===== config.mk =====
export PLATFORM = sky130hd
export DESIGN_NAME = vga_timing
export DESIGN_NICKNAME = d
export VERILOG_FILES = /design/src/rtl/vga_timing.sv
export SDC_FILE = /design/constraint.sdc
export NUM_CORES = 1
export LEC_CHECK = 0
export BUFFER_PORTS_ARGS = -buffer_cell sky130_fd_sc_hd__buf_2
export CAP_MARGIN = 20
export CORE_UTILIZATION = 24
export DETAILED_ROUTE_END_ITERATION = 7
export GPL_TIMING_DRIVEN = 0
export PLACE_DENSITY_LB_ADDON = 0.2
export SLEW_MARGIN = 10
export SYNTH_ARGS = -nofsm -noshare
export SYNTH_HDL_FRONTEND = slang
export SYNTH_SLANG_ARGS = --single-unit

===== constraint.sdc =====
create_clock -name clk -period 4.65 [get_ports clk]
set_input_delay 0.6975 -clock clk [delete_from_list [all_inputs] [get_ports clk]]
set_output_delay 0.6975 -clock clk [all_outputs]
set_load 0.005 [all_outputs]

===== src/rtl/vga_timing.sv =====
// vga_timing -- free-running VGA raster timing generator.
//
// Produces the pixel/line counters and the sync/blanking flags for one raster.
// Every output comes straight from a flop, and the flags are decoded from the
// counter values being loaded in the same edge. This means hcount/vcount and
// hsync/vsync/hblnk/vblnk always describe the same pixel, with no skew between
// them. rgb is a constant black background that later stages draw onto.
//
// Ports:
//   clk          in   pixel clock
//   rst_n        in   asynchronous reset, active-low
//   ce           in   pixel enable; the raster advances only when ce=1
//   hcount[10:0] out  current pixel within the line
//   vcount[10:0] out  current line within the frame
//   hsync, vsync out  sync pulses, active level set by SYNC_POL
//   hblnk, vblnk out  blanking flags (outside the visible area)
//   rgb[11:0]    out  constant 12'h000
//   frame_start  out  (VGA_TIMING_FRAME_EN) 1-cycle pulse when the raster wraps to (0,0)
//   frame_cnt    out  (VGA_TIMING_FRAME_EN) completed-frame counter, 16-bit wrapping
//
// Build option: define VGA_TIMING_FRAME_EN to add the frame_start/frame_cnt ports.
// Without it, no frame logic is built and the raster behaves identically.
`timescale 1ns/1ps

module vga_timing #(
   parameter int H_ACTIVE = 800,
   parameter int H_FRONT  = 40,
   parameter int H_SYNC   = 128,
   parameter int H_BACK   = 88,
   parameter int V_ACTIVE = 600,
   parameter int V_FRONT  = 1,
   parameter int V_SYNC   = 4,
   parameter int V_BACK   = 23,
   parameter int SYNC_POL = 1
) (
   input  logic        clk,
   input  logic        rst_n,
   input  logic        ce,
   output logic [10:0] hcount,
   output logic [10:0] vcount,
   output logic        hsync,
   output logic        vsync,
   output logic        hblnk,
   output logic        vblnk,
   output logic [11:0] rgb
`ifdef VGA_TIMING_FRAME_EN
   ,
   output logic        frame_start,
   output logic [15:0] frame_cnt
`endif
);

   localparam int H_TOTAL = H_ACTIVE + H_FRONT + H_SYNC + H_BACK;
   localparam int V_TOTAL = V_ACTIVE + V_FRONT + V_SYNC + V_BACK;

   localparam logic [10:0] H_LAST   = 11'(H_TOTAL - 1);
   localparam logic [10:0] V_LAST   = 11'(V_TOTAL - 1);
   localparam logic [10:0] H_ACT    = 11'(H_ACTIVE);
   localparam logic [10:0] V_ACT    = 11'(V_ACTIVE);
   localparam logic [10:0] HS_START = 11'(H_ACTIVE + H_FRONT);
   localparam logic [10:0] HS_END   = 11'(H_ACTIVE + H_FRONT + H_SYNC);
   localparam logic [10:0] VS_START = 11'(V_ACTIVE + V_FRONT);
   localparam logic [10:0] VS_END   = 11'(V_ACTIVE + V_FRONT + V_SYNC);
   localparam logic        SYNC_ON  = (SYNC_POL != 0);

   // Parameter sanity checks, evaluated at elaboration.
   if (H_TOTAL > 2047) begin : g_h_total_err
      $error("vga_timing: H_TOTAL exceeds 2047");
   end
   if (V_TOTAL > 2047) begin : g_v_total_err
      $error("vga_timing: V_TOTAL exceeds 2047");
   end
   if (H_FRONT < 1 || H_SYNC < 1 || H_BACK < 1) begin : g_h_width_err
      $error("vga_timing: horizontal porch/sync widths must be >= 1");
   end
   if (V_FRONT < 1 || V_SYNC < 1 || V_BACK < 1) begin : g_v_width_err
      $error("vga_timing: vertical porch/sync widths must be >= 1");
   end

   logic [10:0] hcount_q, hcount_d;
   logic [10:0] vcount_q, vcount_d;
   logic        hsync_q, hsync_d;
   logic        vsync_q, vsync_d;
   logic        hblnk_q, hblnk_d;
   logic        vblnk_q, vblnk_d;
   logic        line_end;
   logic        frame_end;

   assign line_end  = (hcount_q == H_LAST);
   assign frame_end = line_end && (vcount_q == V_LAST);

   always_comb begin
      hcount_d = hcount_q;
      vcount_d = vcount_q;
      if (ce) begin
         if (line_end) begin
            hcount_d = '0;
            vcount_d = frame_end ? '0 : vcount_q + 11'd1;
         end else begin
            hcount_d = hcount_q + 11'd1;
         end
      end
      // Flags decode the counter values being loaded, so they land in the same
      // output cycle as the pixel they describe. When ce=0 the counters hold,
      // and so the decoded flags hold as well.
      hblnk_d = (hcount_d >= H_ACT);
      vblnk_d = (vcount_d >= V_ACT);
      hsync_d = (hcount_d >= HS_START && hcount_d < HS_END) ? SYNC_ON : ~SYNC_ON;
      vsync_d = (vcount_d >= VS_START && vcount_d < VS_END) ? SYNC_ON : ~SYNC_ON;
   end

   always_ff @(posedge clk or negedge rst_n) begin
      if (!rst_n) begin
         hcount_q <= '0;
         vcount_q <= '0;
         hsync_q  <= ~SYNC_ON;
         vsync_q  <= ~SYNC_ON;
         hblnk_q  <= 1'b0;
         vblnk_q  <= 1'b0;
      end else begin
         hcount_q <= hcount_d;
         vcount_q <= vcount_d;
         hsync_q  <= hsync_d;
         vsync_q  <= vsync_d;
         hblnk_q  <= hblnk_d;
         vblnk_q  <= vblnk_d;
      end
   end

   assign hcount = hcount_q;
   assign vcount = vcount_q;
   assign hsync  = hsync_q;
   assign vsync  = vsync_q;
   assign hblnk  = hblnk_q;
   assign vblnk  = vblnk_q;
   assign rgb    = 12'h000;

`ifdef VGA_TIMING_FRAME_EN
   logic        frame_start_q, frame_start_d;
   logic [15:0] frame_cnt_q, frame_cnt_d;

   // Pulse only on a genuine wrap out of the last pixel. The (0,0) state that
   // follows reset is not a frame boundary. The pulse lasts one clock even if
   // ce then drops.
   always_comb begin
      frame_start_d = ce && frame_end;
      frame_cnt_d   = frame_cnt_q;
      if (frame_start_d) begin
         frame_cnt_d = frame_cnt_q + 16'd1;
      end
   end

   always_ff @(posedge clk or negedge rst_n) begin
      if (!rst_n) begin
         frame_start_q <= 1'b0;
         frame_cnt_q   <= '0;
      end else begin
         frame_start_q <= frame_start_d;
         frame_cnt_q   <= frame_cnt_d;
      end
   end

   assign frame_start = frame_start_q;
   assign frame_cnt   = frame_cnt_q;
`endif

endmodule


==> summary.md <==
| Metric | Value |
|---|---|
| Setup Buffers After CTS | `0` |
| Post-Synthesis Cells | `170` |
| Most frequent cells in the layout | `buf_2, dfrtp_1, buf_4` |
| Worst-margin pin slew | `620 ps` |
| DRT iter0 DRCs | `40` |
| First-pass GRT wire length | `6430 um` |
| Final #Nets | `218` |
| Slew Viols, Final | `0` |
| Grt total ovfl | `0` |
| Failing checks | `design-rule violations` |
| Io pins | `41` |
| Sink Count | `26` |
| Final period utilization | `51.4%` |
| Detailed Routing Iterations Pass 1 | `6` |
| Async set-or-reset flop fraction in the synthesized netlist | `100%` |
| Core area | `0.00642 mm^2` |
| Antenna diode count | `0` |
| CP max-delay cell | `dfrtp_1` |
| Top cell type's share of synthesized area | `40.5%` |
| IO buf count | `27` |
| Area Growth Syn to Fin | `21.4%` |
| Worst Setup Path Type | `reg2reg` |
| CTS tree | `done` |
| Inserted Clock Buffers | `3` |
| RSZ-0062 raised after global routing | `false` |
| Number of flops mapped to enable cells by yosys | `0` |
| Status | `complete, but fails checks` |
| Final GP Congestion | `0.768` |
| Share of layout cells above drive strength 1 | `26.9%` |
| Hold Path Class | `in2async` |
| Total of warnings raised by yosys | `0` |
| Post-CTS Hold Buffers | `0` |
| # rows | `29` |
| # placed instances | `285` |
| Largest net degree at the start of global routing | `27` |
| Critical path launch point type | `flop` |
| Worst slew margin | `58.7%` |
| Worst path cell trace | `ha_1 > nor4b_1 > and4_1 > clkbuf_1 > or3_1 > a21o_1 > a2111oi_2` |
| Max cap viols | `0` |
| Clk_skew | `8.33 ps` |
| Vias per cell | `4.70` |
| GRT Overall Usage | `11.4%` |
| CP peak stage delay | `470 ps` |
| Primary FF master, synth | `dfrtp_1` |
| Main area contributors after synthesis | `dfrtp_1, xnor2_1, buf_4` |
| Worst IR Drop VDD | `0.0979 mV` |
| Htree depth | `1` |
| Die H | `83.8 um` |
| Detailed Route WL | `3770 um` |
| Max Clock Freq | `0.418 GHz` |
| Worst skew pair latency | `280 ps` |
| Cell Pwr Density | `349 mW/mm^2` |
| Final count of hold timing violations | `0` |
| Leak Pwr | `0.000960 uW` |
| Cell Area, Synth | `0.00161 mm^2` |
| Die width | `83.8 um` |
| Initial antenna violation count | `0` |
| Total number of vias | `1358` |
| Per-cell routed wire length | `13.0 um` |
| Vias in the first global route | `1300` |
| Post-CTS sizing | `0` |
| Die ar. | `0.00702 mm^2` |
| Yosys cell types | `45` |
| Post-DP HPWL | `2710 um` |
| Final ANT Viol Nets | `0` |
| Fraction of the yosys area taken by sequential cells | `40.5%` |
| Worst EP arrival | `2560 ps` |
| CP required | `4820 ps` |
| DRC viols | `9` |
| Top fanout value on the critical path | `8` |
| Initial Util | `25.0%` |
| Setup crit end kind | `flop` |
| Longest Clk Path Bufs | `2` |
| Post-Layout Cell Count | `289` |
| CTS Root Cell | `clkbuf_8` |
| Synth area leader | `dfrtp_1` |
| Commonest non-fill, non-tap cell in the layout | `buf_2` |
| Crit path time final | `2390 ps` |
| Setup-failing EPs final | `0` |
| Yosys reg bits | `26` |
| Reg clk slew, reported paths | `100 ps` |
| Fin Setup TNS | `0 ps` |
| Syn_area_per_cell | `9.45 um^2` |
==> worst max-delay path: cells and delay by family (launching register included) <==
kind	cells	cell delay (ps)
adder cells (fa/ha/maj)	1	310
AO/OA/AOI/OAI	2	540
flip-flops	1	470
buffers and inverters	1	200
AND/OR/NAND/NOR	3	760
==> state kept, by name, indices dropped and copies added (netlist names) <==
signal,cells
hblnk,1
hsync,1
vsync,1
hcount,11
vblnk,1
vcount,11
==> per-stage QoR <==
| stage | instance area, um^2 | setup WS [ps] | total power [uW] | hold WS [ps] | util, % |
|---|---|---|---|---|---|
| 3_3_place_gp | 1880 | 2160 | 490 | 547 | 29.3 |
| 4_1_cts | 1950 | 2300 | 694 | 443 | 30.4 |
| 5_1_grt | 1950 | 2030 | 731 | 469 | 30.4 |
| 3_5_place_dp | 1880 | 2200 | 495 | 557 | 29.3 |
| 6_report | 1950 | 2260 | 681 | 418 | 30.4 |
| 2_1_floorplan | 1650 | 2460 | 430 | 402 | - |
==> where the power goes <==
group	internal, uW	leakage, uW	switching, uW
Combinational	94.2	0.000583	107
Clock	115	0.0000357	77.6
Sequential	256	0.000341	30.9
==> kinds of logic (layout without fill, tap and decap cells) <==
kind of cell,after synthesis,after routing,share of synthesized area [%]
compound gates,25,25,11.5
xor+xnor,15,15,8.18
fa+ha+maj,2,2,1.56
buf+inv,27,58,10.5
flops,26,26,40.5
mux,2,2,1.25
other cells,1,12,0.233
simple gates,72,72,26.2
==> synthesized netlist by cell type (2+ instances only) <==
master	n
o21ai_0	4
clkbuf_1	2
nor3b_1	2
o22ai_1	2
and2_1	2
xnor2_1	13
o211ai_1	2
nor3_1	6
nor4_1	2
buf_4	14
a21oi_1	3
xor2_1	2
a21o_1	3
nor2_1	7
nand3_1	9
dfrtp_1	26
and3_1	6
and4_1	4
or3_1	4
inv_1	4
ha_1	2
nand4_1	10
mux2i_1	2
a211oi_1	2
nand2_1	12
buf_2	6
==> per-layer routing <==
metal	vias to the layer above	wire length (um)	GRT usage (%)
met3	4	195	2.97
met2	34	1670	18.7
met1	640	1870	15.1
met4	0	36	2.51
met5	-	0	0
li1	680	-	-
==> path summary, 6_finish.rpt <==
kind | from | endpoint | slack [ps] | depth (start not counted)
max | vcount[0] | vsync | 2260 | 7
min | rst_n | hcount[2] | 420 | 1
max reg2reg | vcount[0] | vsync | 2260 | 7
min reg2reg | hcount[2] | hcount[2] | 570 | 1
max in group asynchronous | rst_n | vcount[1] | 3820 | 1
min in group clk | hcount[2] | hcount[2] | 570 | 1
==> cell type report <==
cell class	instances	area, um^2
Multi-Input combinational cell	128	828
Sequential cell	26	651
Inverter	4	15.0
Buffer	23	154
Clock inverter	1	30.0
Tap cell	77	96.3
Clock buffer	3	41.3
Timing Repair Buffer	27	135
Fill cell	678	4470
No activity file was read; power rests on OpenSTA's default activity.
